**config.mk**
```make
export PLATFORM = sky130hd
export DESIGN_NAME = tc_array_flat
export DESIGN_NICKNAME = d
export VERILOG_FILES = /design/src/rtl/tc_array_if.sv /design/src/rtl/tc_array.sv /design/src/flat_wrapper.sv
export SDC_FILE = /design/constraint.sdc
export NUM_CORES = 1
export LEC_CHECK = 0
export CAP_MARGIN = 20
export CORE_ASPECT_RATIO = 0.9
export CORE_MARGIN = 5
export CORE_UTILIZATION = 25
export CTS_CLUSTER_DIAMETER = 40
export DETAILED_ROUTE_END_ITERATION = 10
export DONT_BUFFER_PORTS = 1
export PLACE_DENSITY = 0.51
export SETUP_SLACK_MARGIN = 0.05
export SYNTH_ARGS = -nofsm -noshare
export SYNTH_HDL_FRONTEND = slang
export SYNTH_SLANG_ARGS = --single-unit
```
**constraint.sdc**
```tcl
create_clock -name clk -period 2.5 [get_ports clk]
set_input_delay 0.125 -clock clk [delete_from_list [all_inputs] [get_ports clk]]
set_output_delay 0.125 -clock clk [all_outputs]
set_load 0.01 [all_outputs]
```
**src/rtl/tc_array_if.sv**
```systemverilog
// -----------------------------------------------------------------------------
// tc_array_if -- register bus between the system bridge and the tc_array timer
// block.
//
// Signals (names follow the bridge side of the system):
//   Addr  [29:0]        word address, bit n here is byte-address bit n+2;
//                       only Addr[4:0] (byte address [6:2]) is decoded
//   WE                  write strobe, one write per cycle
//   Din   [31:0]        write data
//   Dout  [31:0]        combinational read data for Addr
//   IRQ   [NUM_CH-1:0]  per-channel interrupt lines toward the CPU
//
// Handshake: there is no valid/ready pair on this bus. A write is accepted on
// every rising clk edge where WE is high (the slave never stalls), and a read
// is a purely combinational lookup of the currently presented Addr, so Dout is
// valid in the same cycle and has no strobe of its own.
// -----------------------------------------------------------------------------
interface tc_array_if #(
  parameter int NUM_CH = 2
) ();
  logic [29:0]       Addr;
  logic              WE;
  logic [31:0]       Din;
  logic [31:0]       Dout;
  logic [NUM_CH-1:0] IRQ;

  // Bridge / CPU side.
  modport master (
    output Addr,
    output WE,
    output Din,
    input  Dout,
    input  IRQ
  );

  // Timer block side.
  modport slave (
    input  Addr,
    input  WE,
    input  Din,
    output Dout,
    output IRQ
  );
endinterface

```
**src/rtl/tc_array.sv**
```systemverilog
// -----------------------------------------------------------------------------
// tc_array -- NUM_CH independent down-counting timers behind one register
// slave port.
//
// Each channel has a prescaler, one-shot / auto-reload modes, a sticky
// write-1-to-clear pending flag and its own interrupt line.
//
// Ports:
//   clk          system clock, all state changes on the rising edge
//   reset        synchronous, active-high; clears every register
//   bus          tc_array_if.slave (Addr, WE, Din in; Dout, IRQ out)
//   dbg_state_o  per-channel FSM state, channel i at [2*i+1:2*i]
//
// Register map per channel (ch = byte address [6:4], reg = [3:2]):
//   0 CTRL   bit0 EN, [2:1] MODE (01 auto-reload, else one-shot), bit3 IM,
//            [8+PRESCALE_W-1:8] PSC; other bits read 0
//   1 PRESET [WIDTH-1:0] read/write
//   2 COUNT  [WIDTH-1:0] read-only
//   3 STATUS bit0 PEND, write 1 to clear
// Channels at or above NUM_CH read 0 and ignore writes.
// -----------------------------------------------------------------------------
module tc_array #(
  parameter int NUM_CH     = 2,
  parameter int WIDTH      = 32,
  parameter int PRESCALE_W = 8
) (
  input  logic                clk,
  input  logic                reset,
  tc_array_if.slave           bus,
  output logic [2*NUM_CH-1:0] dbg_state_o
);

  typedef enum logic [1:0] {
    ST_IDLE = 2'd0,
    ST_LOAD = 2'd1,
    ST_CNT  = 2'd2,
    ST_INT  = 2'd3
  } state_e;

  localparam logic [1:0] REG_CTRL   = 2'd0;
  localparam logic [1:0] REG_PRESET = 2'd1;
  localparam logic [1:0] REG_COUNT  = 2'd2;
  localparam logic [1:0] REG_STATUS = 2'd3;

  localparam logic [1:0] MODE_RELOAD = 2'b01;

  // ---------------------------------------------------------------------------
  // Address decode
  // ---------------------------------------------------------------------------
  logic [2:0] ch_sel;
  logic [1:0] reg_sel;

  assign ch_sel  = bus.Addr[4:2];
  assign reg_sel = bus.Addr[1:0];

  // Upper address bits belong to the bridge's window decode; Din bits outside
  // the register fields are don't-care on writes.
  logic bus_unused;
  assign bus_unused = ^{bus.Addr[29:5], bus.Din};

  // ---------------------------------------------------------------------------
  // Per-channel state
  // ---------------------------------------------------------------------------
  state_e                             state_q [NUM_CH];
  state_e                             state_d [NUM_CH];

  logic [NUM_CH-1:0]                  en_q,     en_d;
  logic [NUM_CH-1:0][1:0]             mode_q,   mode_d;
  logic [NUM_CH-1:0]                  im_q,     im_d;
  logic [NUM_CH-1:0][PRESCALE_W-1:0]  psc_q,    psc_d;
  logic [NUM_CH-1:0][WIDTH-1:0]       preset_q, preset_d;
  logic [NUM_CH-1:0][WIDTH-1:0]       count_q,  count_d;
  logic [NUM_CH-1:0][PRESCALE_W-1:0]  pcnt_q,   pcnt_d;
  logic [NUM_CH-1:0]                  pend_q,   pend_d;

  // ---------------------------------------------------------------------------
  // Next-state logic: FSM action first, then the bus write, then the INT
  // pending set. That ordering gives a CTRL write priority over the one-shot
  // EN clear, and the INT set priority over a same-cycle STATUS clear.
  // ---------------------------------------------------------------------------
  always_comb begin : next_state_logic
    logic wr_hit;
    logic int_set;

    for (int i = 0; i < NUM_CH; i++) begin
      state_d[i]  = state_q[i];
      en_d[i]     = en_q[i];
      mode_d[i]   = mode_q[i];
      im_d[i]     = im_q[i];
      psc_d[i]    = psc_q[i];
      preset_d[i] = preset_q[i];
      count_d[i]  = count_q[i];
      pcnt_d[i]   = pcnt_q[i];
      pend_d[i]   = pend_q[i];
      int_set     = 1'b0;
      wr_hit      = bus.WE && (ch_sel == 3'(i));

      case (state_q[i])
        ST_IDLE: begin
          if (en_q[i]) begin
            state_d[i] = ST_LOAD;
          end
        end

        ST_LOAD: begin
          count_d[i] = preset_q[i];
          pcnt_d[i]  = '0;
          state_d[i] = en_q[i] ? ST_CNT : ST_IDLE;
        end

        ST_CNT: begin
          if (!en_q[i]) begin
            // Disable freezes COUNT where it is.
            state_d[i] = ST_IDLE;
          end else if (pcnt_q[i] == psc_q[i]) begin
            pcnt_d[i] = '0;
            // "<= 1" also catches a PRESET of 0, which expires on its first
            // tick exactly like a PRESET of 1.
            if (count_q[i] <= WIDTH'(1)) begin
              count_d[i] = '0;
              state_d[i] = ST_INT;
            end else begin
              count_d[i] = count_q[i] - WIDTH'(1);
            end
          end else begin
            pcnt_d[i] = pcnt_q[i] + PRESCALE_W'(1);
          end
        end

        ST_INT: begin
          int_set = 1'b1;
          // MODE is looked at only here, so a mode change mid-count applies
          // to the current expiry.
          if (mode_q[i] == MODE_RELOAD) begin
            state_d[i] = ST_LOAD;
          end else begin
            en_d[i]    = 1'b0;
            state_d[i] = ST_IDLE;
          end
        end

        default: begin
          state_d[i] = ST_IDLE;
        end
      endcase

      if (wr_hit) begin
        case (reg_sel)
          REG_CTRL: begin
            en_d[i]   = bus.Din[0];
            mode_d[i] = bus.Din[2:1];
            im_d[i]   = bus.Din[3];
            psc_d[i]  = bus.Din[8 +: PRESCALE_W];
          end
          REG_PRESET: begin
            // Only copied into COUNT at the next LOAD.
            preset_d[i] = bus.Din[WIDTH-1:0];
          end
          REG_STATUS: begin
            if (bus.Din[0]) begin
              pend_d[i] = 1'b0;
            end
          end
          default: begin
            // COUNT is read-only.
          end
        endcase
      end

      if (int_set) begin
        pend_d[i] = 1'b1;
      end
    end
  end

  // ---------------------------------------------------------------------------
  // State registers
  // ---------------------------------------------------------------------------
  always_ff @(posedge clk) begin
    if (reset) begin
      for (int i = 0; i < NUM_CH; i++) begin
        state_q[i] <= ST_IDLE;
      end
      en_q     <= '0;
      mode_q   <= '0;
      im_q     <= '0;
      psc_q    <= '0;
      preset_q <= '0;
      count_q  <= '0;
      pcnt_q   <= '0;
      pend_q   <= '0;
    end else begin
      for (int i = 0; i < NUM_CH; i++) begin
        state_q[i] <= state_d[i];
      end
      en_q     <= en_d;
      mode_q   <= mode_d;
      im_q     <= im_d;
      psc_q    <= psc_d;
      preset_q <= preset_d;
      count_q  <= count_d;
      pcnt_q   <= pcnt_d;
      pend_q   <= pend_d;
    end
  end

  // ---------------------------------------------------------------------------
  // Read mux. Looping over implemented channels means an out-of-range channel
  // simply never matches and reads 0.
  // ---------------------------------------------------------------------------
  logic [31:0] rd_data;

  always_comb begin : read_mux
    rd_data = '0;
    for (int i = 0; i < NUM_CH; i++) begin
      if (ch_sel == 3'(i)) begin
        case (reg_sel)
          REG_CTRL: begin
            rd_data[0]                = en_q[i];
            rd_data[2:1]              = mode_q[i];
            rd_data[3]                = im_q[i];
            rd_data[8 +: PRESCALE_W]  = psc_q[i];
          end
          REG_PRESET: rd_data[WIDTH-1:0] = preset_q[i];
          REG_COUNT:  rd_data[WIDTH-1:0] = count_q[i];
          REG_STATUS: rd_data[0]         = pend_q[i];
          default:    rd_data            = '0;
        endcase
      end
    end
  end

  assign bus.Dout = rd_data;

  // PEND stays set while masked; IM only gates the line.
  assign bus.IRQ = pend_q & im_q;

  // ---------------------------------------------------------------------------
  // Debug view of the channel FSMs
  // ---------------------------------------------------------------------------
  always_comb begin : dbg_pack
    dbg_state_o = '0;
    for (int i = 0; i < NUM_CH; i++) begin
      dbg_state_o[2*i +: 2] = state_q[i];
    end
  end

endmodule

```
**src/flat_wrapper.sv**
```systemverilog
// flat-port wrapper written by rule: the top's interface ports become plain ports
module tc_array_flat 
#(
  parameter int NUM_CH     = 2,
  parameter int WIDTH      = 32,
  parameter int PRESCALE_W = 8
)
  (clk, reset, dbg_state_o, bus_Addr, bus_WE, bus_Din, bus_Dout, bus_IRQ);
  tc_array_if #(.NUM_CH(NUM_CH)) bus_i ();
  input  logic clk;
  input  logic reset;
  output logic [2*NUM_CH-1:0] dbg_state_o;
  input wire logic [$bits(bus_i.Addr)-1:0] bus_Addr;
  input wire logic [$bits(bus_i.WE)-1:0] bus_WE;
  input wire logic [$bits(bus_i.Din)-1:0] bus_Din;
  output wire logic [$bits(bus_i.Dout)-1:0] bus_Dout;
  output wire logic [$bits(bus_i.IRQ)-1:0] bus_IRQ;
  assign bus_i.Addr = bus_Addr;
  assign bus_i.WE = bus_WE;
  assign bus_i.Din = bus_Din;
  assign bus_Dout = bus_i.Dout;
  assign bus_IRQ = bus_i.IRQ;
  tc_array #(.NUM_CH(NUM_CH), .WIDTH(WIDTH), .PRESCALE_W(PRESCALE_W)) u_core (.clk(clk), .reset(reset), .bus(bus_i), .dbg_state_o(dbg_state_o));
endmodule
```
* Yosys cells after proc, flatten, opt, wreduce, memory -nomap -nowiden *
Memory sizes are Yosys's and may differ from the RTL's.
Index checks and enable logic that the tools add are counted.
Widths: inputs -> output; s select.

cells by class
  muxes and demuxes = 61
  bitwise operators = 3
  order comparisons = 2
  eq/ne operators = 18
  add/subtract/negate cells = 4
  reduce and logical (&&, ||, !) cells = 24

operators with widths
  cell                   number
  $mux 32                8
  $pmux 32 s2            2
  $le 32x1->1 const B    2
  $pmux 16 s2            2
  $sub 32x1->32 const B  2
  $pmux 8 s3             2
  $mux 8                 4
  $pmux 8 s2             2
  $mux 2                 12
  $mux 1                 21
  $pmux 3 s3             2
  $add 8x1->8 const B    2
  $eq 8x8->1             2
  $pmux 2 s4             2
  $pmux 4 s2             2
  $reduce_bool 2->1      8
  $eq 2x2->1 const B     6
  $reduce_and 2->1       6
  $reduce_and 3->1       4
  $eq 2x1->1 const B     5
  $ne 2x1->1 const B     4
  $pmux 1 s4             2
  $logic_not 2->1        3
  $eq 3x1->1 const B     1
  4 further kinds        6

word-level totals
  word-level logic and storage cells = 128
  output and inout port bits = 38
  bits of input ports = 65
  memory bits (writable) = 4
  flip-flop bits (word level) = 170
  memories kept = 1

memory list
  name            words  width  rd ports  clocked after Yosys merged registers in  wr ports  RTL line        source
  u_core.state_q  2      2      2         0                                        2         tc_array.sv:64  state_e state_q [NUM_CH];

* Depth between registers and ports, before layout *
  depth in word-level cells = 6
  gate-level depth with buffers = 10
  gate-level depth less buffers = 8

* Worst setup path after synthesis *
Ideal clock, no wire load.

  path kind = reg-to-reg
  start = reg u_core.count_q[16] in the netlist's numbering
  end = reg u_core.count_q[12] in the netlist's numbering
  library setup time = 126 ps
  period minus slack after synthesis = 2329 ps
  arrival time = 2203 ps
  slack = 171 ps
  stages on the path, launching flop included = 9
  cells stage by stage = dfxtp_1 > nor4_2 > nand3_1 > or4_1 > clkbuf_1 > a31oi_1 > or3b_1 > buf_4 > o21ai_0

between the ends
  cells in the longest elaborated chain, start to end = 5

RTL lines
  item                      RTL line         source
  start: declaration        tc_array.sv:72   logic [NUM_CH-1:0][WIDTH-1:0] count_q, count_d;
  start signal: assignment  tc_array.sv:201  count_q <= count_d;
  $le 32x1->1               tc_array.sv:119  if (count_q[i] <= WIDTH'(1)) begin
  $mux 32                   tc_array.sv:119
  $mux 32                   tc_array.sv:115  end else if (pcnt_q[i] == psc_q[i]) begin
  $mux 32                   tc_array.sv:112  if (!en_q[i]) begin
  $pmux 32 s2               tc_array.sv:98   case (state_q[i])

Every way passes these cells. The select of a mux whose other input is x is not followed.
A chain may end at the register's enable or synchronous reset.

==> flow_metrics.py <==
metrics = {
    "floorplan": {
        "die_w_um": 218,
        "num_io_pins": 103,
        "coreArea_sq_um": 38400,
        "rows": 68,
        "start_util": 0.254,
        "die_area_sq_um": 43000,
        "die_h_um": 197,
    },
    "setup_path": {
        "critPathKind": "flip-flop to flip-flop",
        "crit_path_start_kind": "flip-flop",
        "crit_fanout": 4,
        "critPathRequiredTime_ps": 2870,
        "end_kind": "flip-flop",
        "worstPathArrival_ps": 2690,
    },
    "grt": {
        "grt_max_degree": 127,
        "grt_pass1_wl_mm": 59.3,
        "grt_pass1_vias": 9753,
        "track_usage": 0.174,
        "antenna_found_initial": 2,
        "gr-total-overflow": 0,
    },
    "routing": {
        "drc": 0,
        "dr.pass1.iters": 7,
        "drtIter0Drc": 1212,
        "ant_nets": 0,
        "wl_per_cell_um": 20.4,
        "wirelength_mm": 38.8,
        "vias": 10200,
        "vias_per_cell": 5.34,
    },
    "clocking": {
        "clk_latency_ps": 440,
        "cts.sinks": 174,
        "cts_buffers": 17,
        "cts_tree": "built",
        "cts_root_buf": "clkbuf_16",
        "clock_path_buffers": 2,
        "cts.clk_slew.worst_paths_ps": 80,
        "cts_htree_levels": 4,
        "post_cts_buffers": 0,
    },
    "synthesis": {
        "synthSimpleGateAreaFrac": 0.261,
        "synth_top_family_by_area": "compound AO/OA/AOI/OAI gates",
        "synth_area_per_cell_sq_um": 7.49,
        "synth_ff_type": "dfxtp_1",
        "synth_cells": 1299,
        "yosys_warnings": 0,
        "ys_seq_area_frac": 0.358,
        "muxShareOfSynthArea": 0.00951,
        "syn-cell-area_sq_um": 9730,
        "synth_compound_area_frac": 0.268,
        "syn_nets": 1382,
        "synthAdderAreaFrac": 0.0231,
        "synth_xor_xnor_area_share": 0.0288,
        "ys_ff_latch": 174,
        "synth_cell_types": 62,
        "async_reset_ff_frac": 0,
        "synth-edff-count": 0,
    },
    "pwr": {
        "clock_power_share": 0.399,
        "leakage_nw": 4.22,
        "power_frac_seq": 0.409,
        "p_comb_frac": 0.191,
        "switchingPower_w": 0.00223,
        "total_power_w": 0.00696,
        "powerDensity_nw_per_um2": 582,
        "p_int_w": 0.00473,
        "switching_share": 0.320,
        "irDropWorstVdd_mv": 0.404,
    },
    "placement": {
        "place_area_sq_um": 10800,
        "routabilityCongestion": 0.895,
        "dp_hpwl_mm": 27.4,
        "portBuffers": 0,
    },
    "sta": {
        "fin_crit_sh": 0.929,
        "slew_viol_final": 0,
        "fin_setup_tns_ps": 0,
        "timing.slew.headroom": 0.537,
        "setup_viol": 0,
        "hold_viol_final": 0,
        "period_minus_slack_ps": 2320,
        "fmax_mhz": 431,
        "fin_worst_skew_ps": 17.8,
        "rsz0062_at_grt": "yes",
        "worstMarginPinSlew_ps": 694,
        "whs_ps": 29.0,
    },
    "min_path": {
        "hp-class": "input port to flip-flop",
    },
    "cells_and_area": {
        "drive_above_1_share": 0.112,
        "final_area_sq_um": 11900,
        "syn2layout_area_growth_pct": 22.8,
        "antenna_cells": 0,
        "fillers": 4124,
        "layout_common_cells": "nand2_1, dfxtp_1, a21oi_1, buf_4, nor2_1",
        "layout_commonest_cell": "nand2_1",
        "nNetsFinal": 1449,
    },
    "status": {
        "outcome": "finished, final reports clean",
    },
    "job": {
        "maxCapViolCount": 0,
    },
}
[power groups by stage]
| stage | clock network [W] | logic, W | registers, W |
|---|---|---|---|
| CTS | 0.00280 | 0.00131 | 0.00285 |
| global placement | 0 | 0.00119 | 0.00291 |
| global route | 0.00293 | 0.00145 | 0.00285 |
| floorplan | 0 | 0.000752 | 0.00290 |
| finish | 0.00278 | 0.00133 | 0.00285 |
| detailed placement | 0 | 0.00119 | 0.00291 |
[worst paths after layout]
| kind | start | end | depth (start not counted) | slack (ps) |
|---|---|---|---|---|
| worst max-delay path | u_core.count_q[36] | u_core.state_q[0][3] | 6 | 180 |
| worst min register to register | u_core.preset_q[39] | u_core.preset_q[39] | 2 | 480 |
| worst max register to register | u_core.count_q[36] | u_core.state_q[0][3] | 6 | 180 |
| worst min-delay path | reset | u_core.count_q[22] | 3 | 30 |
[final cells by class]
| class | count | area, sq um | share of cell area |
|---|---|---|---|
| Sequential cell | 174 | 3480 | 0.292 |
| Tap cell | 525 | 657 | 0.0550 |
| Clock buffer | 17 | 425 | 0.0356 |
| Multi-Input combinational cell | 995 | 5820 | 0.487 |
| Timing Repair Buffer | 144 | 1260 | 0.106 |
| Inverter | 34 | 128 | 0.0107 |
| Clock inverter | 14 | 166 | 0.0139 |
[synth_stat cells (3+ instances only)]
cell type,instances,area share
a222oi_1,24,0.025
nand2b_1,8,0.0051
buf_1,6,0.0023
nand4_1,8,0.0051
a2bb2oi_1,3,0.0027
and3_1,22,0.014
o21ai_0,48,0.025
nand2_1,222,0.086
a211oi_1,6,0.0046
inv_1,34,0.013
nor3_1,36,0.019
a32oi_1,4,0.0036
a41oi_1,3,0.0027
nor4_2,5,0.0064
xnor2_1,14,0.013
a31oi_1,20,0.013
o22ai_1,42,0.027
a21oi_1,170,0.087
nor4_1,20,0.013
xor2_1,18,0.016
ha_1,18,0.023
a221oi_1,4,0.0036
or4_1,3,0.0023
nor3b_1,4,0.0031
o211ai_1,11,0.0085
nand3b_1,3,0.0023
nor2b_1,29,0.019
and4_1,7,0.0063
o32ai_1,19,0.017
nor2_1,85,0.033
a22oi_1,42,0.032
and2_1,27,0.017
nor4b_1,3,0.0027
mux2i_1,7,0.0072
clkbuf_1,86,0.033
nand3_1,21,0.011
or3_1,9,0.0058
dfxtp_1,174,0.36
o311ai_0,3,0.0027
[routing by layer]
layer	GRT usage	wire length [um]
met5	0	23
met4	0.0433	964
met3	0.0310	2030
met2	0.298	18800
met1	0.229	16900
[registers in the layout (all words and copies together), names as in the netlist, 4 cells and up]
register         cells
u_core.pcnt_q       16
u_core.count_q      64
u_core.psc_q        16
u_core.mode_q        4
u_core.preset_q     64
u_core.state_q       4
[metrics by stage]
| step | instances | setup WS [ps] | utilization |
|---|---|---|---|
| 2_1_floorplan | 1299 | 171 | - |
| 3_3_place_gp | 1821 | 29.3 | 0.280 |
| 3_5_place_dp | 1821 | 20.4 | 0.280 |
| 4_1_cts | 1903 | 89.9 | 0.310 |
| 5_1_grt | 1903 | 23.4 | 0.311 |
| 6_report | 1903 | 178 | 0.311 |
[what timing repair did]
| item | 4_1_cts | 5_1_grt |
|---|---|---|
| hold buffers | 51 | 0 |
| setup endpoints to repair | 5 | 32 |
| hold endpoints to repair | 139 | 0 |
| resized for setup | 1 | 13 |
[logic make-up (layout without fill, tap and decap cells)]
group,count (synthesis),count (layout)
fa+ha+maj,18,18
compound gates,413,413
flops,174,174
simple gates,523,523
buf+inv,130,209
xor+xnor,32,32
mux,9,9
[critical path, stage by stage, from the launching register on]
cell and delay, ps:
dfxtp_1 320, or4_4 550, nor4_2 310, and3_2 320, a31oi_4 100, or4b_1 520
a21oi_1 150
No activity file was read; power rests on OpenSTA's default activity.
